### src/rtl/exception_controller_if.sv
// Exception path bundle: detector/EX request, ERET, fetch redirect handshake and the
// CP0-visible state exported by the controller.
interface exception_controller_if;
    logic        exc_req;
    logic [4:0]  exc_code;
    logic [31:0] exc_pc;
    logic [31:0] exc_addr;
    logic        eret;
    logic        redirect_ready;
    logic        flush;
    logic        stall;
    logic        redirect_valid;
    logic [31:0] redirect_pc;
    logic        exl;
    logic [31:0] epc;
    logic [31:0] cause;
    logic [31:0] badvaddr;
    logic [15:0] exc_count;

    modport master (
        output exc_req, exc_code, exc_pc, exc_addr, eret, redirect_ready,
        input  flush, stall, redirect_valid, redirect_pc, exl, epc, cause, badvaddr, exc_count
    );

    modport slave (
        input  exc_req, exc_code, exc_pc, exc_addr, eret, redirect_ready,
        output flush, stall, redirect_valid, redirect_pc, exl, epc, cause, badvaddr, exc_count
    );
endinterface

### src/rtl/exception_controller.sv
// Minimal CP0 exception responder: latches EPC/Cause/BadVAddr, flushes, vectors, returns on ERET.
// Optional macro EXC_COUNT_EN adds a saturating accepted-exception counter on exc_count.
//
//   state   | meaning
//   IDLE    | normal execution, waiting for exc_req
//   FLUSH   | killing IF/ID/EX for FLUSH_CYCLES cycles
//   VECTOR  | offering VECTOR_ADDR to fetch until accepted
//   HANDLER | handler running (exl=1), waiting for ERET
//   RETURN  | offering EPC to fetch until accepted
module exception_controller #(
    parameter logic [31:0] VECTOR_ADDR  = 32'h0000_0080,
    parameter int unsigned FLUSH_CYCLES = 2
) (
    input logic                   clk,
    input logic                   rst,
    exception_controller_if.slave bus
);
    typedef enum logic [2:0] {IDLE, FLUSH, VECTOR, HANDLER, RETURN} state_t;

    state_t     state;
    logic [3:0] flush_cnt;
    logic [4:0] cause_code;
    logic       nested;

    assign bus.cause = {nested, 24'b0, cause_code, 2'b00};

    always_ff @(posedge clk or negedge rst) begin
        if (!rst) begin
            state              <= IDLE;
            flush_cnt          <= '0;
            cause_code         <= '0;
            nested             <= 1'b0;
            bus.flush          <= 1'b0;
            bus.stall          <= 1'b0;
            bus.redirect_valid <= 1'b0;
            bus.redirect_pc    <= VECTOR_ADDR;
            bus.exl            <= 1'b0;
            bus.epc            <= '0;
            bus.badvaddr       <= '0;
        end else begin
            case (state)
                IDLE: begin
                    // A simultaneous eret is dropped: the exception wins.
                    if (bus.exc_req) begin
                        bus.epc    <= bus.exc_pc;
                        cause_code <= bus.exc_code;
                        bus.exl    <= 1'b1;
                        if (bus.exc_code == 5'd4 || bus.exc_code == 5'd5)
                            bus.badvaddr <= bus.exc_addr;
                        flush_cnt  <= 4'(FLUSH_CYCLES - 1);
                        bus.flush  <= 1'b1;
                        bus.stall  <= 1'b1;
                        state      <= FLUSH;
                    end
                end
                FLUSH: begin
                    if (flush_cnt == 4'd0) begin
                        bus.flush          <= 1'b0;
                        bus.redirect_valid <= 1'b1;
                        bus.redirect_pc    <= VECTOR_ADDR;
                        state              <= VECTOR;
                    end else begin
                        flush_cnt <= flush_cnt - 4'd1;
                    end
                end
                VECTOR: begin
                    if (bus.redirect_ready) begin
                        bus.redirect_valid <= 1'b0;
                        bus.stall          <= 1'b0;
                        state              <= HANDLER;
                    end
                end
                HANDLER: begin
                    // Nested exceptions are only recorded, never serviced.
                    if (bus.exc_req)
                        nested <= 1'b1;
                    if (bus.eret) begin
                        bus.redirect_valid <= 1'b1;
                        bus.redirect_pc    <= bus.epc;
                        bus.stall          <= 1'b1;
                        bus.flush          <= 1'b1;
                        state              <= RETURN;
                    end
                end
                RETURN: begin
                    bus.flush <= 1'b0;
                    if (bus.redirect_ready) begin
                        bus.exl            <= 1'b0;
                        bus.redirect_valid <= 1'b0;
                        bus.stall          <= 1'b0;
                        state              <= IDLE;
                    end
                end
                default: state <= IDLE;
            endcase
        end
    end

`ifdef EXC_COUNT_EN
    logic [15:0] count_q;

    always_ff @(posedge clk or negedge rst) begin
        if (!rst)
            count_q <= '0;
        else if (state == IDLE && bus.exc_req && count_q != 16'hFFFF)
            count_q <= count_q + 16'd1;
    end

    assign bus.exc_count = count_q;
`else
    assign bus.exc_count = 16'h0000;
`endif
endmodule
### src/flat_wrapper.sv
// flat-port wrapper written by rule: the top's interface ports become plain ports
module exception_controller_flat 
#(
    parameter logic [31:0] VECTOR_ADDR  = 32'h0000_0080,
    parameter int unsigned FLUSH_CYCLES = 2
)
  (clk, rst, bus_exc_req, bus_exc_code, bus_exc_pc, bus_exc_addr, bus_eret, bus_redirect_ready, bus_flush, bus_stall, bus_redirect_valid, bus_redirect_pc, bus_exl, bus_epc, bus_cause, bus_badvaddr, bus_exc_count);
  exception_controller_if bus_i ();
  input logic clk;
  input logic rst;
  input wire logic [$bits(bus_i.exc_req)-1:0] bus_exc_req;
  input wire logic [$bits(bus_i.exc_code)-1:0] bus_exc_code;
  input wire logic [$bits(bus_i.exc_pc)-1:0] bus_exc_pc;
  input wire logic [$bits(bus_i.exc_addr)-1:0] bus_exc_addr;
  input wire logic [$bits(bus_i.eret)-1:0] bus_eret;
  input wire logic [$bits(bus_i.redirect_ready)-1:0] bus_redirect_ready;
  output wire logic [$bits(bus_i.flush)-1:0] bus_flush;
  output wire logic [$bits(bus_i.stall)-1:0] bus_stall;
  output wire logic [$bits(bus_i.redirect_valid)-1:0] bus_redirect_valid;
  output wire logic [$bits(bus_i.redirect_pc)-1:0] bus_redirect_pc;
  output wire logic [$bits(bus_i.exl)-1:0] bus_exl;
  output wire logic [$bits(bus_i.epc)-1:0] bus_epc;
  output wire logic [$bits(bus_i.cause)-1:0] bus_cause;
  output wire logic [$bits(bus_i.badvaddr)-1:0] bus_badvaddr;
  output wire logic [$bits(bus_i.exc_count)-1:0] bus_exc_count;
  assign bus_i.exc_req = bus_exc_req;
  assign bus_i.exc_code = bus_exc_code;
  assign bus_i.exc_pc = bus_exc_pc;
  assign bus_i.exc_addr = bus_exc_addr;
  assign bus_i.eret = bus_eret;
  assign bus_i.redirect_ready = bus_redirect_ready;
  assign bus_flush = bus_i.flush;
  assign bus_stall = bus_i.stall;
  assign bus_redirect_valid = bus_i.redirect_valid;
  assign bus_redirect_pc = bus_i.redirect_pc;
  assign bus_exl = bus_i.exl;
  assign bus_epc = bus_i.epc;
  assign bus_cause = bus_i.cause;
  assign bus_badvaddr = bus_i.badvaddr;
  assign bus_exc_count = bus_i.exc_count;
  exception_controller #(.VECTOR_ADDR(VECTOR_ADDR), .FLUSH_CYCLES(FLUSH_CYCLES)) u_core (.clk(clk), .rst(rst), .bus(bus_i));
endmodule
### config.mk
export PLATFORM = sky130hd
export DESIGN_NAME = exception_controller_flat
export DESIGN_NICKNAME = d
export VERILOG_FILES = /design/src/rtl/exception_controller_if.sv /design/src/rtl/exception_controller.sv /design/src/flat_wrapper.sv
export SDC_FILE = /design/constraint.sdc
export NUM_CORES = 1
export LEC_CHECK = 0
export ABC_AREA = 1
export CAP_MARGIN = 20
export CORE_MARGIN = 3
export CORE_UTILIZATION = 46
export CTS_BUF_LIST = sky130_fd_sc_hd__clkbuf_2
export DETAILED_ROUTE_END_ITERATION = 8
export MAX_ROUTING_LAYER = met4
export PLACE_DENSITY_LB_ADDON = 0.12
export SLEW_MARGIN = 0
export SYNTH_ARGS = -nofsm -noshare
export SYNTH_HDL_FRONTEND = slang
export SYNTH_SLANG_ARGS = --single-unit
### constraint.sdc
create_clock -name clk -period 2.86 [get_ports clk]
set_input_delay 0.858 -clock clk [delete_from_list [all_inputs] [get_ports clk]]
set_output_delay 0.858 -clock clk [all_outputs]
set_load 0.02 [all_outputs]
# --- After elaboration in Yosys (flattened, before gate mapping) ---
# Cells that the tools add are included.
totals:
  reg_bits: 113
  in_bits: 74
  output_inout_bits: 148
  word_cells: 66
op_classes:
  n_addsub: 1
  eq_ne: 13
  muxes: 21
  reduce_logical: 20
op_table:
  columns: ["operator", "count"]
  rows:
  - ["2-to-1 mux 32 bit", 2]
  - ["one-hot mux 32 bit (2 select lines)", 1]
  - ["2-to-1 mux 3 bit", 5]
  - ["one-hot mux 3 bit (5 select lines)", 1]
  - ["AND reduction 3 bit", 4]
  - ["AND reduction 4 bit", 3]
  - ["== test 5 x 3 -> 1 bit (second input constant)", 2]
  - ["!= test 2 bit (second input constant)", 5]
  - ["2-to-1 mux 4 bit", 2]
  - ["one-hot mux 4 bit (2 select lines)", 1]
  - ["== test 3 x 2 -> 1 bit (second input constant)", 2]
  - ["one-hot mux 1 bit (3 select lines)", 2]
  - ["nonzero test 2 bit", 3]
  - ["nonzero test 3 bit", 2]
  - ["2-to-1 mux 1 bit", 5]
  - ["AND reduction 5 bit", 1]
  - ["logical NOT 4 bit", 1]
  - ["!= test 2 x 1 -> 1 bit (second input constant)", 2]
  - ["one-hot mux 1 bit (4 select lines)", 1]
  - ["AND reduction 2 bit", 2]
  - ["nonzero test 4 bit", 1]
  - ["subtractor 4 x 1 -> 4 bit (second input constant)", 1]
  - ["== test 3 x 1 -> 1 bit (second input constant)", 1]
  - ["== test 3 bit (second input constant)", 1]
  - ["4 further kinds", 4]

# --- Logic depth before layout (Yosys ltp) ---
# Gate-level depths: netlist (run 1).
depth:
  depth_word: 4
  mapped_depth: 9
  depth_no_buf: 9

# --- Worst setup path after synthesis (run 1) ---
# No wires, ideal clock.
synth_timing:
  kind: "input to register"
  startpoint: "input port bus_exc_code[4]"
  endpoint: "register u_core.bus.badvaddr[20]"
  setup_time_ns: 0.126
  t_arrival_ns: 1.611
  required_ns: 2.734
  setup_slack_ns: 1.123
  cell_stages: 5
  path_buffers: 1
  cell_sequence: "inv_1 > nand3_1 > nor3_4 > clkbuf_2 > o21ai_0"
synth_between:
  elab_chain_len: 3
  elab_cells_between_ends: 4
  classes_between: "2 x eq/ne; 2 x reduce/logical"
synth_lines:
  columns: ["item", "line_no", "rtl"]
  rows:
  - ["start: declaration", "flat_wrapper.sv:12", "input wire logic [$bits(bus_i.exc_code)-1:0] bus_exc_code;"]
  - ["== test 5 x 3 -> 1 bit", "exception_controller.sv:48", "if (bus.exc_code == 5'd4 || bus.exc_code == 5'd5)"]
  - ["logical OR 1 bit (*)", "exception_controller.sv:48", null]
  - ["AND reduction 3 bit (no source line) (*)", null, null]
  - ["end signal: assignment", "exception_controller.sv:49", "bus.badvaddr <= bus.exc_addr;"]
  - ["end: declaration", "exception_controller_if.sv:27", "output flush, stall, redirect_valid, redirect_pc, exl, epc, cause, badvaddr, exc_count"]
# Mark *: on every way between the ends. The rest lies on a longest branch, timed or not.
# A chain may end at the register's enable or synchronous reset.

# --- Worst setup path in the final report (run 1) ---
layout_timing:
  startpoint: "register u_core.bus.redirect_pc[7]"
  endpoint: "output port bus_redirect_pc[7]"
layout_lines:
  columns: ["item", "line_no", "rtl"]
  rows:
  - ["start: declaration", "exception_controller_if.sv:27", null]
  - ["start signal: assignment", "exception_controller.sv:79", "bus.redirect_pc <= bus.epc;"]
  - ["end: declaration", "flat_wrapper.sv:20", "output wire logic [$bits(bus_i.redirect_pc)-1:0] bus_redirect_pc;"]
# No word-level cell between the ends.

==> impl_metrics.csv, run 1 <==
group,metric,value,unit
clocking,path_clk_slew,0.18,ns
pwr,clkPwrFrac,14.5,%
layout,nNetsFinal,813,
pwr,p_sw_share,41.8,%
sta,worst_pin_slew,0.595,ns
worst_setup_path,cp.arrival,1.77,ns
worst_setup_path,reg2reg_to,"u_core.bus.redirect_pc[9]",
worst_setup_path,cpLargestDelayFamily,"buffers and inverters",
worst_setup_path,required,2.00,ns
worst_setup_path,endpoint_kind,"primary output",
pwr,vdd.ir_drop.worst,0.528,mV
logic_synthesis,synth.area.top_cells,"dfrtp_1 (58%), nand2_1 (16%), buf_4 (7.3%)",
clocking,h-tree-depth,4,
floorplanning,dieWidth,109,um
outcome,outcome,"complete, no violations",
worst_setup_path,cp_slowest_cell,"clkdlybuf4s50_1",
clocking,cts_hold_buf,0,
route,drtPass1Iterations,5,
pwr,seqPwrFrac,36.1,%
place,postPlaceCellArea,6610,um^2
worst_setup_path,critPathBufInv,1,
route,met1Wirelength,4890,um
floorplanning,io_pins,222,
global_route,track_usage,21.3,%
route,drt-total-wl,11900,um
layout,layout-drive-gt1-share,5.87,%
clocking,postCtsSetupBuffers,0,
floorplanning,coreArea,10000,um^2
place,dp_hpwl,8640,um
layout,diodes,0,
logic_synthesis,yosysSeqAreaShare,58.3,%
global_route,grt_max_degree,70,
pwr,combinationalPowerShare,49.4,%
sta,period_needed,2.63,ns
sta,setup_violations,0,
clocking,worstSkewPairLatency,0.60,ns
logic_synthesis,synth_top_area_share,57.7,%
logic_synthesis,async_flop_share,100,%
floorplanning,row_count,36,
route,num_vias,3976,
global_route,first_global_vias,4006,
route,vias_per_cell,4.50,
route,routed.top_layer,"met4",
clocking,cts.sinks,113,
route,routed-wl-met2,5910,um
pwr,fin_total_pwr,7.65,mW
floorplanning,dieArea,11800,um^2
pwr,p_int,4.45,mW
route,postRouteAntennaNets,0,
global_route,antenna_found_initial,0,
worst_setup_path,cp_cell_sequence,"clkdlybuf4s50_1",
logic_synthesis,synth_flop_cell,"dfrtp_1",
place,place_congestion,0.841,
logic_synthesis,post_synth_num_cell_types,26,
logic_synthesis,ys_top_cells_by_count,"nand2_1 (203), dfrtp_1 (112), o21ai_0 (70), inv_1 (67), buf_4 (47)",
worst_setup_path,cp_slowest_stage_delay,0.63,ns
worst_setup_path,rr_startpoint,"u_core.state[2]",
min_path,hold_path.class,"input port to async pin",
clocking,cts_root_buf,"clkbuf_2",
route,drc,0,
sta,post-route-period-util,92.0,%
logic_synthesis,syn_area_per_cell,8.78,um^2
sta,drv_slew,0,
logic_synthesis,yosysWarnings,0,
pwr,p_per_area,1110,nW/um^2
global_route,overflow,0,
layout,final_area,6860,um^2
worst_setup_path,crit_type,"flop to primary output",
sta,rsz0062_at_grt,"no",
sta,max-slew-margin-rel,60.3,%
logic_synthesis,ys_ff_latch,113,
clocking,cts_resized,0,
logic_synthesis,postSynthCellCount,553,
worst_setup_path,reg2reg_slack,1.12,ns
clocking,cts_tree,"done",
clocking,cts_made_buffers,17,
clocking,clk_path_buf_depth,2,
logic_synthesis,synth_area,4850,um^2
floorplanning,initial_core_util,48.5,%
floorplanning,die_h,109,um
route,drt_iter0_markers,168,
global_route,grt_pass1_wl,19100,um
sta,fin_skew,0.0283,ns
pwr,p_sw,3.20,mW
logic_synthesis,synth_area_leader_cell,"dfrtp_1",
sta,hold_violations,0,
sta,finalSetupTns,0,ns
sta,max_freq,380,MHz
place,portBuffers,179,
worst_setup_path,cp-start-kind,"flop",
logic_synthesis,synth_edf_count,0,
logic_synthesis,yosysMostFrequentCell,"nand2_1",
layout,areaGrowthSynthToFinish,41.4,%
worst_setup_path,path_max_fanout,2,
route,routedWlPerCell,13.4,um
run,cap_violations,0,
worst_setup_path,worstRegToRegCells,6,
route,route.met3.wl,964,um
pwr,p_leak,3.37,nW
logic make-up (layout without fill, tap and decap cells):
group | Yosys count | in the layout | share of synthesized area, %
AND/OR/NAND/NOR | 229 | 229 | 18.9
adder cells (fa/ha/maj) | 2 | 2 | 0.515
other | 1 | 42 | 0.0772
flip-flops | 113 | 113 | 58.3
buffers and inverters | 131 | 287 | 14.2
AO/OA/AOI/OAI | 77 | 77 | 8.07
state kept, by name, summed over array words and instances, names as in the netlist:
name / cells
u_core.bus.stall: 1
u_core.state: 3
u_core.bus.exl: 1
u_core.cause_code: 5
u_core.bus.redirect_pc: 32
u_core.bus.redirect_valid: 1
u_core.bus.badvaddr: 32
u_core.nested: 1
u_core.flush_cnt: 4
u_core.bus.flush: 1
u_core.bus.epc: 32
stage by stage:
step / utilization, % / setup slack, ns / hold WS [ns] / std cells
final: 68.6 / 0.229 / 0.230 / 883
after global placement: 66.1 / 0.476 / 0.442 / 851
after detailed placement: 66.1 / 0.416 / 0.456 / 851
after CTS: 68.6 / 0.150 / 0.186 / 883
after global routing: 68.6 / 0.108 / 0.163 / 883
after floorplan: - / 1.12 / 0.429 / 594
worst register-to-register path, cell delays in order, from the launching register on:
cell and delay [ns]:
dfrtp_1 0.49, inv_1 0.20, nand3_1 0.23, o21ai_2 0.23, inv_2 0.27, nand2_1 0.13, o21ai_0 0.09
power groups by stage:
| stage | logic (mW) | clock network, mW | registers, mW |
|---|---|---|---|
| floorplan | 1.23 | 0 | 3.57 |
| global placement | 3.75 | 0 | 2.77 |
| detailed placement | 3.82 | 0 | 2.79 |
| CTS | 3.83 | 1.14 | 2.77 |
| global route | 4.15 | 1.21 | 2.86 |
| finish | 3.78 | 1.11 | 2.76 |
worst max path at each step:
stage	start	end	cells past startpoint
after floorplan	bus_exc_code[4]	u_core.bus.badvaddr[20]	5
after global placement	bus_exc_req	u_core.bus.epc[11]	5
after detailed placement	bus_exc_req	u_core.bus.epc[12]	5
after CTS	u_core.bus.redirect_pc[7]	bus_redirect_pc[7]	1
after global routing	u_core.bus.redirect_pc[7]	bus_redirect_pc[7]	1
final	u_core.bus.redirect_pc[7]	bus_redirect_pc[7]	1
cell type report:
| class | instances | area (um^2) |
|---|---|---|
| clock inverter | 14 | 165 |
| fill | 824 | 3140 |
| timing repair buffer | 185 | 1860 |
| multi-input combinational | 350 | 1490 |
| clock buffer | 18 | 90.1 |
| inverter | 70 | 263 |
| sequential | 113 | 2830 |
| tap | 133 | 166 |
metal layers:
metal	global-route usage, %	up-vias
li1	-	1975
met1	26.5	1828
met2	33.5	167
met3	7.28	6
met4	5.77	0
met5	-	-
layout by cell type, fill, tap and decap left out, types with 2 or more instances in the layout:
| master | n |
|---|---|
| a21oi_1 | 3 |
| buf_12 | 2 |
| buf_4 | 5 |
| bufinv_16 | 3 |
| clkbuf_2 | 18 |
| clkdlybuf4s50_1 | 178 |
| clkinv_1 | 4 |
| clkinvlp_4 | 6 |
| conb_1 | 42 |
| dfrtp_1 | 112 |
| ha_1 | 2 |
| inv_1 | 67 |
| nand2_1 | 203 |
| nand3_1 | 13 |
| nand4_1 | 2 |
| nor2_1 | 7 |
| o21ai_0 | 70 |
| o21ai_1 | 2 |
(Power assumes the default switching activity.)
==> run 2, diff against run 1 <==
--- a/config.mk
+++ b/config.mk
@@ -13,6 +13,7 @@
 export DETAILED_ROUTE_END_ITERATION = 8
 export MAX_ROUTING_LAYER = met4
 export PLACE_DENSITY_LB_ADDON = 0.12
+export SKIP_CTS_REPAIR_TIMING = 1
 export SLEW_MARGIN = 0
 export SYNTH_ARGS = -nofsm -noshare
 export SYNTH_HDL_FRONTEND = slang
==> results of run 2 <==
Same layout as run 1: the final DEF is identical, and so are final timing and power.
==> edit, RTL diff (config.mk and constraints of run 1) <==
The option `EXC_COUNT_EN` is turned on by a define.
--- a/src/rtl/exception_controller.sv
+++ b/src/rtl/exception_controller.sv
@@ -7,6 +7,8 @@
 //   VECTOR  | offering VECTOR_ADDR to fetch until accepted
 //   HANDLER | handler running (exl=1), waiting for ERET
 //   RETURN  | offering EPC to fetch until accepted
+`define EXC_COUNT_EN
+
 module exception_controller #(
     parameter logic [31:0] VECTOR_ADDR  = 32'h0000_0080,
     parameter int unsigned FLUSH_CYCLES = 2
Behaviour: not the same (a bounded check fails within 4 cycles, from zero or initial values and one cycle with rst low).
==> edit against run 1 <==
  * Cell count is 17% higher
  * Worst setup slack worse by 69 ps
  * Cell area is 14% higher
  * Synthesized area is 16% higher
  * Routed wire length is 25% higher
  * Combinational power is 3% higher
  * Sequential power is 11% higher
  * Sequential cell count is 16 higher
  * Via count is 27% higher
  * Power is 2.7% higher
  * Largest cell class unchanged
==> edit: results (changes against run 1) <==
run_status:
  status: "completed"
placement:
  post-place-ws_ps: 431  # +14.9 ps
  numPortBuffers: 195  # +8.9%
  finalWeightedCongestion: 0.897  # +6.7%
  hpwl_um: 11100  # +28%
  post_dp_cell_area_um2: 7670  # +16%
logic_synthesis:
  ys_seq_area_frac: 0.572  # -0.0110
  yosys-top-cells-count: "nand2_1, dfrtp_1, inv_1"
  synth_cell_types: 26  # unchanged
  synth_area_leaders: "dfrtp_1, nand2_1, o21ai_0"
  ys_async_sr_fraction: 1.00  # unchanged
  syn_avg_cell_area_um2: 8.28  # -5.7%
detailed_routing:
  wl_met1_um: 6230  # +27%
  routed.top_layer: "met4"
  dr_wl_met3_um: 1160  # +20%
  dr_wl_met2_um: 7220  # +22%
  drtIter0Drc: 330  # +96%
  routedWlPerCell_um: 14.3  # +6.4%
  first_pass_iters: 4  # -1
  dr_total_vias: 5031  # +27%
global_routing:
  grt_start_max_net_pins: 65  # -7.1%
  grt_use_total: 0.225  # +0.0122
  grt_pass1_wl_um: 23100  # +21%
  gr-usage-met3: 0.0674  # -0.00547
  grt_use_met1: 0.284  # +0.0193
  antenna_found_initial: 0  # unchanged
  grt_util_met2: 0.350  # +0.0142
  grt_pass1_vias: 4762  # +19%
power:
  ir_drop_v: 0.000573  # +8.5%
  power.leakage_nw: 3.89  # +15%
sta:
  fin_tns_setup_ps: 0  # unchanged
  slew_headroom: 0.425  # -0.177
  clock_skew_ps: 23.9  # -4.39 ps
cells_and_area:
  reg_top3: "u_core.bus.badvaddr (32), u_core.bus.epc (32), u_core.bus.redirect_pc (32)"
  drive_gt1_frac: 0.0492  # -0.00945
  final_cells: 1037  # +17%
  final_nets: 960  # +18%
critical_path:
  crit_path_top_delay_cell: "clkdlybuf4s50_1"
  critPathMaxStageDelay_ps: 600  # -30 ps
  critPathArrivalTime_ps: 1840  # +70 ps
  crit_fanout: 2  # unchanged
clock_network:
  root_buffer: "clkbuf_2"
  cts_resized: 0  # unchanged
  h-tree-depth: 4  # unchanged
  cts_buffers: 17  # unchanged
  worstSkewPairLatency_ps: 680  # +80 ps
min_path:
  hold_path.class: "primary input to async pin"
==> edit: cell types whose count changed after synthesis, moves of 3 or more <==
cell,change
nand2_1,+122
buf_4,-20
nor2_1,+18
o21ai_0,-18
dfrtp_1,+16
buf_2,+12
inv_1,-10
xnor2_1,+4
nand3_1,+3
nand3b_1,+3
xor2_1,+3
==> edit: layout make-up <==
cell class                      count  area, um2
Clock inverter                     10       71.3
Inverter                           57        214
Clock buffer                       20        100
Multi-Input combinational cell    472       1990
Fill cell                        1012       3870
Timing Repair Buffer              206       2060
Tap cell                          143        179
Sequential cell                   129       3230
==> edit: logic make-up (layout without fill, tap and decap cells) <==
kind of cell | count (synthesis) | after routing | share of synthesized area
AOI/OAI and AO/OA | 59 | 59 | 0.0538
xor gates and xnor gates | 7 | 7 | 0.0109
adders and majority gates | 3 | 3 | 0.00665
buffers and inverters | 106 | 293 | 0.0919
DFF | 129 | 129 | 0.572
other | 1 | 26 | 0.000664
and+or+nand+nor | 377 | 377 | 0.264
==> edit: worst paths after layout <==
check | startpoint | endpoint | slack [ps]
worst max-delay path | u_core.bus.redirect_pc[7] | bus_redirect_pc[7] | 160
worst min-delay path | rst | u_core.bus.redirect_pc[22] | 150
worst max register to register | u_core.bus.exc_count[0] | u_core.bus.exc_count[6] | 800
worst min register to register | u_core.bus.redirect_pc[23] | u_core.bus.redirect_pc[23] | 490
max in group asynchronous | rst | u_core.bus.redirect_pc[7] | 1890
min in group clk | u_core.bus.redirect_pc[23] | u_core.bus.redirect_pc[23] | 490
==> edit: power breakdown <==
| group | internal [mW] | total [mW] | switching (mW) | leakage (nW) |
|---|---|---|---|---|
| Combinational | 1.70 | 3.88 | 2.19 | 2.16 |
| Sequential | 2.53 | 3.05 | 0.514 | 1.60 |
| Clock | 0.296 | 0.917 | 0.621 | 0.125 |
